$ cat config.mk
export PLATFORM = sky130hd
export DESIGN_NAME = led_shift_out
export DESIGN_NICKNAME = d
export VERILOG_FILES = /design/src/rtl/led_shift_out.sv
export SDC_FILE = /design/constraint.sdc
export NUM_CORES = 1
export LEC_CHECK = 0
export CAP_MARGIN = 25
export CELL_PAD_IN_SITES_DETAIL_PLACEMENT = 1
export CELL_PAD_IN_SITES_GLOBAL_PLACEMENT = 1
export CORE_ASPECT_RATIO = 1.4
export CORE_MARGIN = 2
export CORE_UTILIZATION = 42
export DETAILED_ROUTE_END_ITERATION = 16
export PLACE_DENSITY = 0.85
export REMOVE_ABC_BUFFERS = 1
export SKIP_LAST_GASP = 1
export SLEW_MARGIN = 30
export SYNTH_ARGS = -nofsm -noshare
export SYNTH_HDL_FRONTEND = slang
export SYNTH_SLANG_ARGS = --single-unit
export TNS_END_PERCENT = 20
$ cat constraint.sdc
create_clock -name CLK -period 1.8 [get_ports CLK]
set_input_delay 0.27 -clock CLK [delete_from_list [all_inputs] [get_ports CLK]]
set_output_delay 0.27 -clock CLK [all_outputs]
set_load 0.005 [all_outputs]
$ cat src/rtl/led_shift_out.sv
// Serialises the 8-bit LED value MSB-first into a 74HC595-style shift register.
// A frame is sent after reset and whenever LED differs from the last value sent.
module led_shift_out #(
   parameter int unsigned CLK_DIV = 4
) (
   input  logic       CLK,
   input  logic       RSTN,
   input  logic [7:0] LED,
   output logic       SER_DATA,
   output logic       SER_CLK,
   output logic       SER_LATCH,
   output logic       BUSY
);

   typedef enum logic [1:0] {
      IDLE  = 2'd0,
      SHIFT = 2'd1,
      LATCH = 2'd2
   } state_e;

   localparam logic [7:0] DIV_LAST = 8'(CLK_DIV - 1);

   state_e     state_q, state_d;
   logic [7:0] div_q,   div_d;
   logic [2:0] bit_q,   bit_d;
   logic [7:0] shreg_q, shreg_d;
   logic [7:0] last_q,  last_d;
   logic       init_q,  init_d;
   logic       data_q,  data_d;
   logic       sclk_q,  sclk_d;
   logic       latch_q, latch_d;
   logic       busy_q,  busy_d;
   logic       div_end;

   assign div_end = (div_q == DIV_LAST);

   always_comb begin
      state_d = state_q;
      div_d   = div_q;
      bit_d   = bit_q;
      shreg_d = shreg_q;
      last_d  = last_q;
      init_d  = init_q;
      data_d  = data_q;
      sclk_d  = sclk_q;
      latch_d = latch_q;
      busy_d  = busy_q;

      case (state_q)
         IDLE: begin
            if ((LED != last_q) || init_q) begin
               shreg_d = LED;
               last_d  = LED;
               init_d  = 1'b0;
               data_d  = LED[7];
               busy_d  = 1'b1;
               sclk_d  = 1'b0;
               div_d   = 8'd0;
               bit_d   = 3'd0;
               state_d = SHIFT;
            end
         end

         SHIFT: begin
            if (!div_end) begin
               div_d = div_q + 8'd1;
            end else begin
               div_d = 8'd0;
               if (!sclk_q) begin
                  sclk_d = 1'b1;
               end else begin
                  sclk_d = 1'b0;
                  if (bit_q == 3'd7) begin
                     data_d  = 1'b0;
                     latch_d = 1'b1;
                     state_d = LATCH;
                  end else begin
                     // Rotate so the next bit lands in the MSB that SER_DATA follows.
                     shreg_d = {shreg_q[6:0], shreg_q[7]};
                     data_d  = shreg_q[6];
                     bit_d   = bit_q + 3'd1;
                  end
               end
            end
         end

         LATCH: begin
            if (!div_end) begin
               div_d = div_q + 8'd1;
            end else begin
               div_d   = 8'd0;
               latch_d = 1'b0;
               busy_d  = 1'b0;
               state_d = IDLE;
            end
         end

         default: begin
            state_d = IDLE;
         end
      endcase
   end

   // Reset mid-frame abandons the frame and forces a resend of the current LED.
   always_ff @(posedge CLK or negedge RSTN) begin
      if (!RSTN) begin
         state_q <= IDLE;
         div_q   <= 8'd0;
         bit_q   <= 3'd0;
         shreg_q <= 8'h00;
         last_q  <= 8'h00;
         init_q  <= 1'b1;
         data_q  <= 1'b0;
         sclk_q  <= 1'b0;
         latch_q <= 1'b0;
         busy_q  <= 1'b0;
      end else begin
         state_q <= state_d;
         div_q   <= div_d;
         bit_q   <= bit_d;
         shreg_q <= shreg_d;
         last_q  <= last_d;
         init_q  <= init_d;
         data_q  <= data_d;
         sclk_q  <= sclk_d;
         latch_q <= latch_d;
         busy_q  <= busy_d;
      end
   end

   assign SER_DATA  = data_q;
   assign SER_CLK   = sclk_q;
   assign SER_LATCH = latch_q;
   assign BUSY      = busy_q;

endmodule
Word level (Yosys, flattened, before mapping)
Index checks and enable logic that the tools add are counted.
{"block": "totals", "ff_bits": 34}
{"block": "op_classes", "add_sub_neg": 2, "n_mux": 35, "eq_ne": 11, "n_reduce_logical": 15}
{"op": "$mux W8", "count": 6}
{"op": "$pmux W8 S2", "count": 2}
{"op": "$reduce_and A5 Y1", "count": 3}
{"op": "$mux W1", "count": 12}
{"op": "$mux W3", "count": 4}
{"op": "$ne A2 B2 Y1 const B", "count": 6}
{"op": "$mux W2", "count": 5}
{"op": "$add A8 B1 Y8 const B", "count": 1}
{"op": "$eq A8 B2 Y1 const B", "count": 1}
{"op": "$ne A8 B8 Y1", "count": 1}
{"op": "$pmux W1 S2", "count": 4}
{"op": "$reduce_bool A2 Y1", "count": 4}
{"op": "$pmux W2 S3", "count": 1}
{"op": "$pmux W3 S2", "count": 1}
{"op": "$reduce_and A3 Y1", "count": 2}
{"op": "$reduce_and A2 Y1", "count": 2}
{"op": "$reduce_and A4 Y1", "count": 1}
{"op": "$add A3 B1 Y3 const B", "count": 1}
{"op": "$eq A3 B3 Y1 const B", "count": 1}
{"op": "$eq A2 B1 Y1 const B", "count": 1}
{"op": "$eq A2 B2 Y1 const B", "count": 1}
{"op": "$logic_not A2 Y1", "count": 1}
{"op": "$reduce_or A2 Y1", "count": 1}
{"op": "$logic_or A1 B1 Y1", "count": 1}

Logic depth before layout (Yosys ltp)
Gate-level depths: netlist of run 1.
{"block": "depth", "ltp_word": 5, "ltp_mapped": 7, "mapped_depth_nobuf": 6}

Least setup slack after synthesis of run 1
Ideal clock, no wire load.
{"block": "synth_timing", "kind": "register to register", "from": "register div_q[0]", "to": "register shreg_q[0]", "path_buffers": 0, "stages_incl_launch_ff": 7, "t_arrival_ns": 1.735, "t_required_ns": 1.675, "setup_slack_ns": -0.060, "path_cell_list": "dfrtp_1 > ha_1 > nor3b_1 > and4b_2 > a21oi_2 > nor2_8 > mux2_4"}
{"block": "synth_via", "elab_chain_cells": 3}
{"item": "start: declaration", "line": "24", "source": "logic [7:0] div_q, div_d;"}
{"item": "start signal: assignment", "line": "119", "source": "div_q <= div_d;"}
{"item": "$eq A8 B2 Y1", "line": "35", "source": "assign div_end = (div_q == DIV_LAST);"}
{"item": "$ne A2 B2 Y1 (no line)"}
{"item": "$reduce_and A5 Y1 (no line)"}
{"item": "end signal: assignment", "line": "121", "source": "shreg_q <= shreg_d;"}
{"item": "end: declaration", "line": "26", "source": "logic [7:0] shreg_q, shreg_d;"}
No other way between the ends.
A chain may end at the register's enable or synchronous reset.

Worst setup path after layout of run 1
{"block": "layout_timing", "from": "register div_q[0]", "to": "register shreg_q[3]"}
The elaborated chain is that of the path after synthesis.

==> results of run 1 <==
flip-flops by register name (all words and copies together) (netlist names):
register,cells
state_q,2
SER_DATA,1
shreg_q,8
SER_LATCH,1
init_q,1
BUSY,1
last_q,8
SER_CLK,1
bit_q,3
div_q,8
cells in the mapped netlist (2+ instances only):
cell      instances  share of area [%]
a22o_1            2               0.90
xor2_1            8                3.6
dfrtp_1          33                 42
o221ai_1          2               0.90
o21ai_0          13                3.3
nand3_1           9                2.3
or2_2             3               0.96
inv_1             3               0.58
o31ai_1           5                1.9
a31oi_1           2               0.64
nand2_1          15                2.9
nor2b_1           4                1.3
a21o_1            4                1.5
mux2_2           16                9.3
mux2_1            3                1.7
and2_1            2               0.64
mux2_4            8                6.2
nand3b_1          3                1.2
o211ai_1          2               0.77
clkbuf_1          3               0.58
ha_1              8                5.1
nor2_1            4               0.77
logic make-up after synthesis:
| kind of cell | count (synthesis) |
|---|---|
| flip-flops | 34 |
| multiplexers | 27 |
| AO/OA/AOI/OAI | 33 |
| XOR/XNOR | 8 |
| AND/OR/NAND/NOR | 52 |
| adder cells (fa/ha/maj) | 8 |
| buffers and inverters | 9 |
what timing repair did:
action / in CTS / in global routing
buffers inserted: 3 / 0
gates cloned: 1 / 1
hold buffers: 0 / 0
pin swaps: 12 / 5
gates resized for setup: 18 / 2
endpoints found under the setup margin: 26 / 26
layout make-up:
class                           instances  area (µm²)  share of cell area, %
Multi-Input combinational cell        129        1110                   43.0
Clock buffer                            7        76.3                   2.95
Sequential cell                        34         853                   32.9
Inverter                                3        11.3                  0.435
Tap cell                               62        77.6                   3.00
Timing Repair Buffer                   52         457                   17.6
placed cells by master (no fill, tap or decap), types with 4 or more instances in the layout:
cell type,n
a21o_1,4
buf_4,36
clkbuf_8,5
clkdlybuf4s50_1,10
dfrtp_1,32
ha_1,6
mux2_2,16
mux2_4,9
nand2_1,15
nand3_1,8
nor2_1,4
o21ai_0,12
o31ai_1,5
xor2_1,7
power by group through the flow:
stage / clock, mW / sequential, mW / combinational (mW)
floorplan: 0 / 1.19 / 1.34
global placement: 0 / 1.21 / 1.94
detailed placement: 0 / 1.24 / 2.09
CTS: 0.547 / 1.23 / 2.23
global route: 0.578 / 1.26 / 2.43
finish: 0.539 / 1.23 / 2.25
layer usage:
| metal | up-vias | share of wire [%] | global-route usage (%) |
|---|---|---|---|
| met4 | 0 | 2.4 | 8.51 |
| met3 | 12 | 2.9 | 4.62 |
| met5 | - | 0 | 0 |
| met2 | 35 | 59 | 41.1 |
| met1 | 806 | 36 | 22.3 |
| li1 | 728 | - | - |
path summary, 6_finish.rpt:
check,to,slack [ps],cells after the start
max,shreg_q[3]$_DFFE_PN0P_,-50,6
min,div_q[2]$_DFFE_PN0P_,340,2
max reg2reg,shreg_q[3]$_DFFE_PN0P_,-50,6
min reg2reg,shreg_q[2]$_DFFE_PN0P_,510,1
max in group asynchronous,init_q$_DFFE_PN1P_,1210,2
min in group CLK,last_q[5]$_DFFE_PN0P_,500,3
==> impl_metrics.ini, run 1 <==
[worst_setup_path]
timing.rr.start = div_q[0]$_DFFE_PN0P_
crit_chain = ha_1 > nor3b_4 > and4b_2 > a21oi_4 > nor2_4 > mux2_4
cp.arrival_ps = 2020
slowest_stage = dfrtp_1
critPathTopFamily = simple AND/OR/NAND/NOR gates
path_buf_inv = 0
crit_start = div_q[0]$_DFFE_PN0P_
cp-end-kind = flop
critical_path_class = flop to flop
crit_required_ps = 1980
critPathMaxFanout = 4
crit_path_max_incr_delay_ps = 380
cp-start-kind = flop

[clock_tree]
cts_tree = yes
clk_latency_ps = 300
ctsLongestPathBuffers = 2
cts_num_sinks = 34
cts_buffers = 5
cts-root-buf = clkbuf_8
htreeDepth = 2
path_clk_slew_ps = 70

[logic_synthesis]
seq_area_frac_synth_pct = 43.8
synth_cell_type_count = 41
synth-simple-area-share_pct = 16.5
synth_top_flop_cell = dfrtp_1
yosysWarnings = 0
ys_async_sr_fraction_pct = 100
synth_top_family_by_area = multiplexers
synth_seq_cells = 34
synth_compound_area_share_pct = 11.5
synth_area_per_cell_um2 = 11.4
synthAdderAreaFrac_pct = 5.14
synth_mux_area_share_pct = 17.2
synth_edf_count = 0
synth_xor_area_share_pct = 3.60
syn_inst = 171
syn_area_um2 = 1950

[global_routing]
gr-total-overflow = 0
grt_use_total_pct = 22.0
antenna_found_initial = 0
grt_pass1_wl_um = 8380
grt_pass1_vias = 1773
grt_max_degree = 35

[sta]
tns_ps = -315
finalHoldViolCount = 0
rsz0062_at_grt = true
fmax_mhz = 542
max_slew_margin_pct = 65.8
min_period_over_period_pct = 103
slew_violations = 0
worst_slew_pin_slew_ps = 510
setup_viol = 11
fin_ws_ps = -45.8
fin_crit_ps = 1850
skew_ps = 6.28
whs_ps = 339

[cells_and_area]
nNetsFinal = 243
drive_gt1_share_pct = 40.0
antenna_cells = 0
finalNonFillerCells = 287
fill_cells = 507
fin_util_pct = 57.6
area.growth.synth_to_final_pct = 33.0
design_area_um2 = 2590

[worst_hold_path]
min_path_type = input pin to async pin

[route]
ant_nets = 0
drc = 0
drtPass1Iterations = 4
drtIter0Drc = 69
num_vias = 1581
wl_per_cell_um = 18.1
wirelength_um = 5210
avgViaCountPerCell = 5.51

[die]
coreArea_um2 = 4500
dieArea_um2 = 5200
initial_utilization_pct = 43.3
die_w_um = 61.5
ios = 14
die_h_um = 84.6
rows = 29

[run_status]
outcome = finished with violations
violations = negative setup slack

[place]
dp_cells = 275
place_ws_ps = -474
routabilityCongestion = 0.805
io_buffers = 13
dp_hpwl_um = 3830
post_dp_cell_area_um2 = 2390

[pwr]
intPower_mw = 2.51
p_comb_share_pct = 55.9
fin_total_pwr_mw = 4.02
powerDensity_nw_per_um2 = 1550
clkPwrFrac_pct = 13.4
seqPwrFrac_pct = 30.7
p_leak_nw = 1.16
p_sw_share_pct = 37.5
ir_worst_vdd_mv = 0.897
switchingPower_mw = 1.51

[flow_run]
maxCapViolCount = 0
Note: power is estimated with default switching activity, not from simulation.
==> inputs of run 2 (changes only) <==
Settings changed: CORE_UTILIZATION 42 to 47, PLACE_DENSITY 0.85 to 0.89, SLEW_MARGIN 30 to unset.
Clock period 1.8 ns to 2 ns, I/O delays scaled along.
==> impl_metrics.ini, run 2 (synthesis gave the netlist of run 1 again) <==
[run_status]
outcome = finished, final reports clean

[sta]
max_slew_margin_pct = 67.9
tns_ps = 0
slew_violations = 0
min_period_over_period_pct = 98.7
fmax_mhz = 507
finalHoldViolCount = 0
skew_ps = 11.5
rsz0062_at_grt = true
fin_crit_ps = 1970
whs_ps = 430
setup_viol = 0
fin_ws_ps = 26.1
worst_slew_pin_slew_ps = 480

[die]
coreArea_um2 = 3950
ios = 14
die_h_um = 80.2
initial_utilization_pct = 49.3
die_w_um = 58.4
rows = 27
dieArea_um2 = 4680

[route]
ant_nets = 0
wl_per_cell_um = 21.5
drtIter0Drc = 58
drc = 0
drtPass1Iterations = 4
wirelength_um = 5520
num_vias = 1553
avgViaCountPerCell = 6.07

[pwr]
p_leak_nw = 1.09
ir_worst_vdd_mv = 0.978
powerDensity_nw_per_um2 = 1490

[worst_setup_path]
timing.rr.start = bit_q[0]$_DFFE_PN0P_
cp-end-kind = flop
r2r_end = shreg_q[4]$_DFFE_PN0P_
reg2reg_slack_ps = 40
cp-start-kind = input pin
critPathMaxFanout = 3
cp.arrival_ps = 2150
critical_path_class = input pin to flop
crit_required_ps = 2180
reg2reg_depth = 7

[cells_and_area]
fill_cells = 412
layout_common_cells = dfrtp_1, buf_4, mux2_2
largestRegisters = div_q: 8 flops, last_q: 8 flops, shreg_q: 8 flops
final_common_cell = dfrtp_1
design_area_um2 = 2450
nNetsFinal = 230
fin_util_pct = 61.9
antenna_cells = 0
drive_gt1_share_pct = 35.7
area.growth.synth_to_final_pct = 25.6

[worst_hold_path]
min_path_type = input pin to async pin

[global_routing]
gr-total-overflow = 0
grt_use_total_pct = 25.1
grt_pass1_wl_um = 8700
grt_pass1_vias = 1725
grt_max_degree = 35
antenna_found_initial = 0

[clock_tree]
htreeDepth = 2
clk_latency_ps = 290
cts_num_sinks = 34
ctsLongestPathBuffers = 2
cts_tree = yes
cts-root-buf = clkbuf_8
path_clk_slew_ps = 80
cts_buffers = 5
cts_hold_buf = 0

[place]
routabilityCongestion = 0.830
dp_hpwl_um = 3450
io_buffers = 13
place_ws_ps = -276
post_dp_cell_area_um2 = 2250

[flow_run]
maxCapViolCount = 0
[run 2: what timing repair did]
action | CTS | global route
setup endpoints to repair | 10 | 19
buffers inserted | 0 | 6
pin swaps | 0 | 4
gates resized for setup | 3 | 12
[run 2: critical path, stage by stage]
cell and delay, ps:
clkdlybuf4s50_1 450, xor2_1 200, nor3_2 260, buf_4 170, nand3_1 150, mux2_1 370
a22o_1 240
[run 2: metrics by stage]
stage	total power, mW	std cells
global placement	2.72	242
detailed placement	2.84	242
CTS	3.45	250
global route	3.85	256
finish	3.64	256
floorplan	2.28	165
[run 2: worst max path at each step]
stage / from / end / slack (ps) / depth (start not counted)
6_report: LED[1] / BUSY$_DFFE_PN0P_ / 30 / 7
2_1_floorplan: state_q[0]$_DFFE_PN0P_ / shreg_q[0]$_DFFE_PN0P_ / 60 / 5
4_1_cts: state_q[1]$_DFFE_PN0P_ / shreg_q[6]$_DFFE_PN0P_ / -1 / 5
3_5_place_dp: LED[5] / bit_q[1]$_DFFE_PN0P_ / -280 / 7
5_1_grt: LED[1] / BUSY$_DFFE_PN0P_ / -40 / 7
3_3_place_gp: LED[5] / bit_q[1]$_DFFE_PN0P_ / -200 / 7
[run 2: per-layer routing]
metal	GRT usage, %	routed length, µm	up-vias
met4	9.77	172	0
met2	46.2	3170	38
met5	0	0	-
li1	-	-	702
met1	28.0	2010	795
met3	4.03	162	18
[run 2: power by group]
| group | switching (mW) | total, mW | internal, mW |
|---|---|---|---|
| Sequential | 0.190 | 1.13 | 0.941 |
| Clock | 0.265 | 0.544 | 0.278 |
| Combinational | 0.944 | 1.97 | 1.02 |
[run 2: cell type report]
cell class	instances	area, µm²	area share, %
Clock inverter	1	5.00	0.205
Clock buffer	7	86.3	3.53
Tap cell	43	53.8	2.20
Inverter	3	11.3	0.460
Multi-Input combinational cell	128	1100	44.8
Timing Repair Buffer	40	342	14.0
Sequential cell	34	852	34.8
==> inputs of run 3 (changes only) <==
Settings changed: ABC_AREA set to 1, CORE_UTILIZATION 47 to 43, PLACE_DENSITY 0.89 to 0.88.
==> impl_metrics.ini, run 3 <==
[worst_setup_path]
cp-end-kind = flop
crit_path_max_incr_delay_ps = 420
critPathMaxFanout = 14
reg2reg_depth = 7
crit_start = state_q[0]$_DFFE_PN0P_
crit_chain = inv_1 > ha_1 > nor2_1 > nor2_8 > nand3_2 > nand2_1 > nand2_1
reg2reg_slack_ps = 120
cp_common_cell = nand2_1
r2r_end = shreg_q[6]$_DFFE_PN0P_
cp.arrival_ps = 2050
crit_required_ps = 2170
timing.rr.start = state_q[0]$_DFFE_PN0P_
path_buf_inv = 1
critical_path_class = flop to flop
critPathTopFamily = simple AND/OR/NAND/NOR gates
cp-start-kind = flop
slowest_stage = dfrtp_1

[clock_tree]
ctsLongestPathBuffers = 2
post-cts-setup-buffer-count = 0
cts_tree = yes
cts_buffers = 5
path_clk_slew_ps = 70
cts-root-buf = clkbuf_8
htreeDepth = 2
clk_latency_ps = 280
cts_num_sinks = 34

[logic_synthesis]
yosysWarnings = 0
synth_cell_type_count = 30
synth.most_common_cell = nand2_1
yosysTopAreaCell = dfrtp_1
ys_async_sr_fraction_pct = 100
synth_seq_cells = 34
synthTopCellsByArea = dfrtp_1, nand2_1, inv_1, ha_1, o21ai_0
seq_area_frac_synth_pct = 42.3
synth_top_area_share_pct = 41.0
synth_top_flop_cell = dfrtp_1
syn_area_um2 = 2010
syn_inst = 259
synth_area_per_cell_um2 = 7.78
synth_top_cells_by_count = nand2_1, dfrtp_1, inv_1, o21ai_0, nand4_1
synth_edf_count = 0

[sta]
skew_ps = 6.55
slew_violations = 0
worst_slew_pin_slew_ps = 452
min_period_over_period_pct = 94.2
fin_ws_ps = 116
tns_ps = 0
whs_ps = 433
fmax_mhz = 531
max_slew_margin_pct = 69.9
setup_viol = 0
fin_crit_ps = 1880
rsz0062_at_grt = false
finalHoldViolCount = 0

[pwr]
ir_worst_vdd_mv = 0.525
fin_total_pwr_mw = 3.39
powerDensity_nw_per_um2 = 1500
switchingPower_mw = 1.53
clkPwrFrac_pct = 14.2
intPower_mw = 1.86
p_leak_nw = 1.14
p_sw_share_pct = 45.2
p_comb_share_pct = 51.3
seqPwrFrac_pct = 34.5

[place]
dp_hpwl_um = 3500
post_dp_cell_area_um2 = 2190
routabilityCongestion = 0.753
place_ws_ps = 48.8
io_buffers = 13
dp_cells = 330

[run_status]
outcome = finished, final reports clean

[global_routing]
grt_pass1_vias = 1802
grt_pass1_wl_um = 7880
antenna_found_initial = 0
grt_max_degree = 35
gr-total-overflow = 0
grt_use_total_pct = 20.0

[route]
num_vias = 1752
wirelength_um = 4550
drc = 0
drtPass1Iterations = 4
drtIter0Drc = 34
wl_per_cell_um = 13.5
avgViaCountPerCell = 5.18
ant_nets = 0

[die]
die_w_um = 61.8
initial_utilization_pct = 44.4
dieArea_um2 = 5260
die_h_um = 85.0
rows = 29
coreArea_um2 = 4540
ios = 14

[cells_and_area]
drive_gt1_share_pct = 10.1
final_common_cell = nand2_1
design_area_um2 = 2270
finalNonFillerCells = 338
area.growth.synth_to_final_pct = 12.5
fin_util_pct = 50.0
largestRegisters = div_q: 8 flops, last_q: 8 flops, shreg_q: 8 flops
layout_common_cells = nand2_1, dfrtp_1, inv_1
antenna_cells = 0
nNetsFinal = 293

[flow_run]
maxCapViolCount = 0

[worst_hold_path]
min_path_type = input pin to async pin
run 3: cell count changes after synthesis, sizes merged, moves of 4 or more:
cell	before	now
buf	3	8
nand4	1	14
nor2b	4	0
mux2	27	0
xor2	8	1
o21ai	13	23
nor2	5	17
o31ai	5	0
nand2	15	97
inv	3	29
nand3	9	13
a21o	4	0
run 3: repair_timing:
item | 4_1_cts | 5_1_grt
gates resized for setup | 0 | 1
hold buffers | 0 | 0
setup endpoints to repair | 0 | 10
run 3: worst max path at each step:
stage	endpoint	slack (ps)	depth (start not counted)
finish	shreg_q[6]$_DFFE_PN0P_	120	7
global route	shreg_q[6]$_DFFE_PN0P_	0.8	7
CTS	shreg_q[6]$_DFFE_PN0P_	80	6
detailed placement	div_q[4]$_DFFE_PN0P_	50	8
global placement	BUSY$_DFFE_PN0P_	110	9
floorplan	shreg_q[7]$_DFFE_PN0P_	20	6
run 3: cell type report:
cell class | count | area (µm²)
Fill cell | 587 | 2270
Multi-Input combinational cell | 186 | 972
Sequential cell | 34 | 852
Timing Repair Buffer | 19 | 175
Inverter | 29 | 109
Clock buffer | 8 | 80.1
Tap cell | 62 | 77.6
run 3: power by group through the flow:
stage | clock (mW) | combinational (mW) | sequential (mW)
floorplan | 0 | 1.24 | 1.13
global placement | 0 | 1.67 | 1.17
detailed placement | 0 | 1.76 | 1.18
CTS | 0.494 | 1.78 | 1.17
global route | 0.531 | 1.99 | 1.20
finish | 0.480 | 1.74 | 1.17
run 3: kinds of logic after synthesis:
kind of cell	share of synthesized area [%]
AOI/OAI and AO/OA	7.08
adders and majority gates	4.97
buffers and inverters	9.44
and+or+nand+nor	34.5
xor gates and xnor gates	1.74
DFF	42.3
run 3: layer usage:
| layer | vias to the layer above | global-route usage (%) | wire, µm |
|---|---|---|---|
| met2 | 22 | 37.9 | 2650 |
| met3 | 10 | 4.12 | 106 |
| met1 | 865 | 20.4 | 1690 |
| met5 | - | 0 | 0 |
| met4 | 0 | 6.38 | 106 |
| li1 | 855 | - | - |
